[src/rtl/memio_access_if.sv]
// Data-memory bus between the memory-access stage (master) and the data memory (slave).
interface memio_access_if #(
  parameter int ADDR_W = 32
);
  logic              Mem_req;
  logic              Mem_we;
  logic [ADDR_W-1:0] Mem_addr;
  logic [31:0]       Mem_wdata;
  logic [31:0]       Mem_rdata;
  logic              Mem_ack;

  modport master (
    output Mem_req, Mem_we, Mem_addr, Mem_wdata,
    input  Mem_rdata, Mem_ack
  );

  modport slave (
    input  Mem_req, Mem_we, Mem_addr, Mem_wdata,
    output Mem_rdata, Mem_ack
  );
endinterface

[src/rtl/memio_access.sv]
// Memory-access stage: runs lw/sw over a req/ack bus, stalls the pipeline while busy
// and reports misaligned addresses and ack timeouts with a one-cycle done pulse.
module memio_access #(
  parameter int TIMEOUT = 16,
  parameter int ADDR_W  = 32
) (
  input  logic           clock,
  input  logic           reset,
  input  logic           Mem_read,
  input  logic           Mem_write,
  input  logic [31:0]    ALU_Result,
  input  logic [31:0]    Read_data_2,
  memio_access_if.master bus,
  output logic [31:0]    Read_data,
  output logic           Mem_stall,
  output logic           Mem_done,
  output logic           Addr_error,
  output logic           Bus_error
);

  typedef enum logic [1:0] {
    IDLE = 2'd0,
    REQ  = 2'd1,
    DONE = 2'd2
  } state_t;

  localparam logic [7:0] TIMEOUT_CNT = 8'(TIMEOUT);

  state_t            state_q, state_d;
  logic [7:0]        cnt_q, cnt_d;
  logic [ADDR_W-1:0] addr_q, addr_d;
  logic [31:0]       wdata_q, wdata_d;
  logic              we_q, we_d;
  logic [31:0]       rdata_q, rdata_d;
  logic              addrErr_q, addrErr_d;
  logic              busErr_q, busErr_d;

  always_ff @(posedge clock) begin
    if (!reset) begin
      state_q   <= IDLE;
      cnt_q     <= '0;
      addr_q    <= '0;
      wdata_q   <= '0;
      we_q      <= 1'b0;
      rdata_q   <= '0;
      addrErr_q <= 1'b0;
      busErr_q  <= 1'b0;
    end else begin
      state_q   <= state_d;
      cnt_q     <= cnt_d;
      addr_q    <= addr_d;
      wdata_q   <= wdata_d;
      we_q      <= we_d;
      rdata_q   <= rdata_d;
      addrErr_q <= addrErr_d;
      busErr_q  <= busErr_d;
    end
  end

  // Error flags are set only on the transition into DONE so they pulse alongside Mem_done.
  always_comb begin
    state_d   = state_q;
    cnt_d     = cnt_q;
    addr_d    = addr_q;
    wdata_d   = wdata_q;
    we_d      = we_q;
    rdata_d   = rdata_q;
    addrErr_d = 1'b0;
    busErr_d  = 1'b0;
    case (state_q)
      IDLE: begin
        if (Mem_write || Mem_read) begin
          if (ALU_Result[1:0] != 2'b00) begin
            state_d   = DONE;
            addrErr_d = 1'b1;
          end else begin
            state_d = REQ;
            addr_d  = ADDR_W'(ALU_Result);
            wdata_d = Read_data_2;
            we_d    = Mem_write;
            cnt_d   = '0;
          end
        end
      end
      REQ: begin
        cnt_d = cnt_q + 8'd1;
        if (bus.Mem_ack) begin
          state_d = DONE;
          if (!we_q) begin
            rdata_d = bus.Mem_rdata;
          end
        end else if ((cnt_q + 8'd1) == TIMEOUT_CNT) begin
          state_d  = DONE;
          busErr_d = 1'b1;
        end
      end
      DONE: begin
        state_d = IDLE;
        cnt_d   = '0;
      end
      default: begin
        state_d = IDLE;
        cnt_d   = '0;
      end
    endcase
  end

  always_comb begin
    Mem_stall = 1'b0;
    case (state_q)
      IDLE:    Mem_stall = Mem_read | Mem_write;
      REQ:     Mem_stall = 1'b1;
      default: Mem_stall = 1'b0;
    endcase
  end

  assign bus.Mem_req   = (state_q == REQ);
  assign bus.Mem_we    = (state_q == REQ) & we_q;
  assign bus.Mem_addr  = addr_q;
  assign bus.Mem_wdata = wdata_q;
  assign Read_data     = rdata_q;
  assign Mem_done      = (state_q == DONE);
  assign Addr_error    = addrErr_q;
  assign Bus_error     = busErr_q;

endmodule

[src/flat_wrapper.sv]
// flat-port wrapper written by rule: the top's interface ports become plain ports
module memio_access_flat 
#(
  parameter int TIMEOUT = 16,
  parameter int ADDR_W  = 32
)
  (clock, reset, Mem_read, Mem_write, ALU_Result, Read_data_2, Read_data, Mem_stall, Mem_done, Addr_error, Bus_error, bus_Mem_req, bus_Mem_we, bus_Mem_addr, bus_Mem_wdata, bus_Mem_rdata, bus_Mem_ack);
  memio_access_if #(.ADDR_W(ADDR_W)) bus_i ();
  input  logic clock;
  input  logic reset;
  input  logic Mem_read;
  input  logic Mem_write;
  input  logic [31:0] ALU_Result;
  input  logic [31:0] Read_data_2;
  output logic [31:0] Read_data;
  output logic Mem_stall;
  output logic Mem_done;
  output logic Addr_error;
  output logic Bus_error;
  output wire logic [$bits(bus_i.Mem_req)-1:0] bus_Mem_req;
  output wire logic [$bits(bus_i.Mem_we)-1:0] bus_Mem_we;
  output wire logic [$bits(bus_i.Mem_addr)-1:0] bus_Mem_addr;
  output wire logic [$bits(bus_i.Mem_wdata)-1:0] bus_Mem_wdata;
  input wire logic [$bits(bus_i.Mem_rdata)-1:0] bus_Mem_rdata;
  input wire logic [$bits(bus_i.Mem_ack)-1:0] bus_Mem_ack;
  assign bus_Mem_req = bus_i.Mem_req;
  assign bus_Mem_we = bus_i.Mem_we;
  assign bus_Mem_addr = bus_i.Mem_addr;
  assign bus_Mem_wdata = bus_i.Mem_wdata;
  assign bus_i.Mem_rdata = bus_Mem_rdata;
  assign bus_i.Mem_ack = bus_Mem_ack;
  memio_access #(.TIMEOUT(TIMEOUT), .ADDR_W(ADDR_W)) u_core (.clock(clock), .reset(reset), .Mem_read(Mem_read), .Mem_write(Mem_write), .ALU_Result(ALU_Result), .Read_data_2(Read_data_2), .bus(bus_i), .Read_data(Read_data), .Mem_stall(Mem_stall), .Mem_done(Mem_done), .Addr_error(Addr_error), .Bus_error(Bus_error));
endmodule
[config.mk]
export PLATFORM = sky130hd
export DESIGN_NAME = memio_access_flat
export DESIGN_NICKNAME = d
export VERILOG_FILES = /design/src/rtl/memio_access_if.sv /design/src/rtl/memio_access.sv /design/src/flat_wrapper.sv
export SDC_FILE = /design/constraint.sdc
export NUM_CORES = 1
export LEC_CHECK = 0
export BUFFER_PORTS_ARGS = -buffer_cell sky130_fd_sc_hd__buf_2
export CORE_MARGIN = 1
export CORE_UTILIZATION = 49
export CTS_CLUSTER_SIZE = 14
export DETAILED_ROUTE_END_ITERATION = 10
export PLACE_DENSITY = 0.91
export REMOVE_ABC_BUFFERS = 1
export SLEW_MARGIN = 20
export SYNTH_ARGS = -nofsm -noshare
export SYNTH_HDL_FRONTEND = slang
export SYNTH_SLANG_ARGS = --single-unit
[constraint.sdc]
create_clock -name clock -period 2.2 [get_ports clock]
set_input_delay 0.11 -clock clock [delete_from_list [all_inputs] [get_ports clock]]
set_output_delay 0.11 -clock clock [all_outputs]
set_load 0.05 [all_outputs]
=== Word-level counts from Yosys, hierarchy flattened ===
Index checks and enable logic that the tools add are counted.

* Logic and storage cells: 41
* Flip-flop bits (word level): 109
* Output and inout port bits: 102

* Bitwise gates (word level): 6
* Reduce and logical (&&, ||, !) cells: 9
* Muxes and demuxes: 11
* Add/subtract/negate cells: 1
* Eq/ne operators: 6

{| class="wikitable"
|+ Operators by type and width
! operator !! number
|-
| $mux 8 || 2
|-
| $pmux 8 s2 || 1
|-
| $reduce_and 3->1 || 3
|-
| $add 8x1->8 const B || 1
|-
| $eq 8x5->1 const B || 1
|-
| $mux 2 || 4
|-
| $not 1->1 || 4
|-
| $pmux 2 s2 || 1
|-
| $reduce_and 2->1 || 2
|-
| $ne 3x1->1 const B || 1
|-
| $reduce_or 3->1 || 1
|-
| $eq 2x1->1 const B || 1
|-
| $eq 2x2->1 const B || 1
|-
| $logic_not 2->1 || 1
|-
| $mux 1 || 2
|-
| $ne 2x1->1 const B || 1
|-
| $ne 2x2->1 const B || 1
|-
| $pmux 1 s2 || 1
|-
| $reduce_bool 2->1 || 1
|-
| $and 1x1->1 || 1
|-
| $logic_or 1x1->1 || 1
|-
| $or 1x1->1 || 1
|}

=== Depth between registers and ports, before layout ===
* Depth after elaboration: 5
* Depth in mapped cells: 7
* Mapped depth without buffers: 5

=== Worst setup path after synthesis ===
No wires, ideal clock.

* Path kind: reg-to-output
* Start: register u_core.state_q[1]
* End: output port bus_Mem_we
* Path buffers: 1
* Stages on the path, launching flop included: 5
* Arrival: 1.376 ns
* Path slack: 0.714 ns
* Cell sequence: dfxtp_1 nand2b_1 buf_6 inv_2 and2_1

* Cells in the longest elaborated chain, start to end: 2

{| class="wikitable"
|+ RTL lines
! item !! line !! source
|-
| start, declared || memio_access.sv:29 || <nowiki>state_t state_q, state_d;</nowiki>
|-
| start signal, assigned || memio_access.sv:49 || <nowiki>state_q <= state_d;</nowiki>
|-
| $eq 2x1->1 || - ||
|-
| net bus_Mem_req || flat_wrapper.sv:20 || <nowiki>output wire logic [$bits(bus_i.Mem_req)-1:0] bus_Mem_req;</nowiki>
|-
| $and 1x1->1 || memio_access.sv:118 || <nowiki>assign bus.Mem_we = (state_q == REQ) & we_q;</nowiki>
|-
| end, declared || flat_wrapper.sv:21 || <nowiki>output wire logic [$bits(bus_i.Mem_we)-1:0] bus_Mem_we;</nowiki>
|}

The timed path passes the listed nets, and every way through them passes these cells.

=== Worst setup path after layout ===
* Start: register u_core.state_q[0]
* End: register u_core.rdata_q[29], in the netlist u_core.Read_data[29]

* Cells in the longest elaborated chain, start to end: 2

{| class="wikitable"
|+ RTL lines
! item !! line !! source
|-
| $eq 2x1->1 || memio_access.sv:70 || <nowiki>case (state_q)</nowiki>
|-
| $reduce_and 3->1 (no source line) || - ||
|-
| end signal, assigned || memio_access.sv:54 || <nowiki>rdata_q <= rdata_d;</nowiki>
|-
| end, declared || memio_access.sv:34 || <nowiki>logic [31:0] rdata_q, rdata_d;</nowiki>
|}

Every way passes these cells.
A chain may end at the register's enable or synchronous reset.

==> flow_summary.yaml <==
clock_network:
  cts.path.max_buffers: 2
  cts_sinks: 109
  clock_tree.root_cell: "clkbuf_8"
  post-cts-setup-buffers: 0
  worstSkewPairLatency_ps: 370
  cts_tree: "built"
  cts_buffers: 9
  cts_max_level: 3
  clk_pin_slew_ps: 90
die:
  dieArea_um2: 8530
  die_w_um: 92.4
  start_util_pct: 51.3
  die_h_um: 92.4
  coreArea_um2: 7810
  rows: 32
  ioPinCount: 203
route:
  drt-pass1-iter-count: 6
  antenna_left: 0
  met1_length_um: 5030
  wl_met2_um: 7660
  dr.max_layer_used: "met4"
  drcViolationCount: 0
  wl_per_cell_um: 17.0
  vias: 4812
  via_per_inst: 5.48
  route.met3.wl_um: 1190
  initialDrtViolationCount: 387
  wirelength_um: 14900
cells_and_area:
  final_util_pct: 77.8
  layout.cells.most_common: "buf_2"
  instances_no_fill: 878
  drive_above_1_share_pct: 29.9
  final_cell_mix: "buf_2, nand2_1, dfxtp_1"
  syn_to_final_growth_pct: 51.8
  fillers: 452
  n_antenna_cell: 0
  nets: 873
worst_hold_path:
  hp-start: "ALU_Result[26]"
  min_path_type: "in -> reg"
  hold_path_end: "u_core.bus.Mem_addr[26]"
  min_path_cells: 3
sta:
  timing.slew.headroom_pct: 54.8
  tns_ps: 0
  worst_slew_pin_slew_ps: 678
  maxSlewViolCount: 0
  worst_hold_slack_ps: 19.6
  min_period_over_period_pct: 93.4
  setup-violations-final: 0
  rsz0062_at_grt: "no"
  min_period_ps: 2050
  clock_skew_ps: 24.2
  hold_viol_final: 0
  timing.fmax_mhz: 487
power:
  power.total_mw: 3.98
  power_density_nw_per_um2: 655
  p_int_mw: 2.77
  p_seq_share_pct: 52.2
  p_leak_nw: 2.69
  p_switching_mw: 1.21
  clockPowerShare_pct: 28.8
  combinationalPowerShare_pct: 19.0
  ir_worst_vdd_mv: 0.458
  swShare_pct: 30.5
global_route:
  gr-total-overflow: 0
  antenna_found_initial: 0
  grt_pass1_vias: 4807
  grt_max_degree: 67
  grt_pass1_wl_um: 22800
  grt.total_usage_pct: 34.4
placed_design:
  dpl.hpwl_um: 8030
  placed_cells: 775
  portBuffers: 202
  place.gp.congestion: 0.944
synth:
  syn_avg_cell_area_um2: 8.04
  yosysTopAreaCell: "dfxtp_1"
  syn-cell-area_um2: 4000
  synth_cell_types: 36
  ys_seq_area_share_pct: 54.5
  ys_ff_latch: 109
  yosysTopAreaCellShare_pct: 54.5
  yosysWarnings: 0
  synth_cells: 498
  synth_area_leaders: "dfxtp_1, nand2_1, a21oi_1, buf_6, clkbuf_1"
critical_path:
  end_kind: "flip-flop"
  r2r-end: "u_core.Read_data[29]"
  crit_type: "reg -> reg"
  cp.required_ps: 2400
  startpoint: "u_core.state_q[0]"
  r2r-start: "u_core.state_q[0]"
  r2r_slack_ps: 150
  path_max_fanout: 32
  reg2reg_depth: 5
  cp.arrival_ps: 2260
  startpoint_type: "flip-flop"
status:
  status: "finished clean"
job:
  max_cap_violations: 0
[worst max-delay path by stage]
| stage | to | slack (ps) | depth (start not counted) |
|---|---|---|---|
| after floorplan | u_core.state_q[0] | -1120 | 4 |
| after detailed placement | u_core.Read_data[18] | 250 | 5 |
| after global routing | u_core.Read_data[29] | 10 | 5 |
| final | u_core.Read_data[29] | 150 | 5 |
| after global placement | u_core.Read_data[29] | 390 | 5 |
| after CTS | u_core.Read_data[18] | 220 | 5 |
[worst max-delay path, cell delays in order (launching register included)]
cell and delay (ps):
dfxtp_1 480, nand2b_1 300, inv_2 230, nand3b_2 510, nand2_1 280, a21oi_1 100
[sequential cells by signal, summed over array words and instances (netlist names)]
name and count:
u_core.cnt_q 8, u_core.state_q 2, u_core.Addr_error 1, u_core.Read_data 32, u_core.bus.Mem_addr 32, u_core.bus.Mem_wdata 32
u_core.Bus_error 1, u_core.we_q 1
[stage by stage]
stage / setup slack [ps] / instance area (um^2)
2_1_floorplan: -1120 / 3820
3_3_place_gp: 389 / 5020
3_5_place_dp: 247 / 5020
4_1_cts: 224 / 6080
5_1_grt: 13.6 / 6080
6_report: 146 / 6080
[cell type report]
class | instances | area [um^2] | area share, %
Clock inverter | 5 | 40.0 | 0.659
Tap cell | 102 | 128 | 2.10
Multi-Input combinational cell | 354 | 1640 | 27.0
Sequential cell | 109 | 2180 | 35.9
Timing Repair Buffer | 294 | 1930 | 31.8
Clock buffer | 11 | 141 | 2.33
Inverter | 3 | 11.3 | 0.185
[logic make-up (layout without fill, tap and decap cells)]
logic type / after synthesis / count (layout) / share of synthesized area [%]
compound gates: 122 / 122 / 16.2
fa+ha+maj: 1 / 1 / 0.313
buf+inv: 35 / 313 / 4.91
flops: 109 / 109 / 54.5
simple gates: 231 / 231 / 24.0
[power by group through the flow]
stage / clock, mW / combinational, mW / sequential [mW]
4_1_cts: 1.15 / 0.723 / 2.07
6_report: 1.15 / 0.756 / 2.08
5_1_grt: 1.24 / 0.792 / 2.08
3_3_place_gp: 0 / 0.587 / 2.11
2_1_floorplan: 0 / 0.173 / 2.33
3_5_place_dp: 0 / 0.601 / 2.12
[synthesized netlist by cell type]
master,instances
buf_2,7
nand2_1,196
dfxtp_1,109
or3_1,1
buf_4,1
and4_1,1
buf_6,7
nand3b_1,2
or3_2,1
ha_1,1
o21ai_1,1
nor2_1,12
nand4_1,1
nor2b_1,2
nor4_4,1
nand2b_1,1
and3_1,2
a311oi_1,4
a22oi_1,2
o311a_1,1
nand4b_1,1
nor3_1,4
and2_1,1
inv_1,2
a21oi_1,101
nand3_1,2
clkbuf_1,17
a31oi_1,2
nand3b_2,1
o31ai_1,1
a21bo_2,1
nand3_2,1
nor3b_4,1
o31a_1,1
inv_2,1
o21ai_0,8
[metal layers]
metal	vias to the layer above	global-route usage (%)
met2	341	63.1
met1	2196	33.6
met4	0	25.8
li1	2178	-
met3	97	7.39
met5	-	0
[what timing repair did]
action / in CTS / in global routing
hold endpoints to repair: 87 / 0
setup endpoints to repair: 0 / 0
hold buffers: 87 / 0
gates resized for setup: 0 / 0
(Power assumes the default switching activity.)
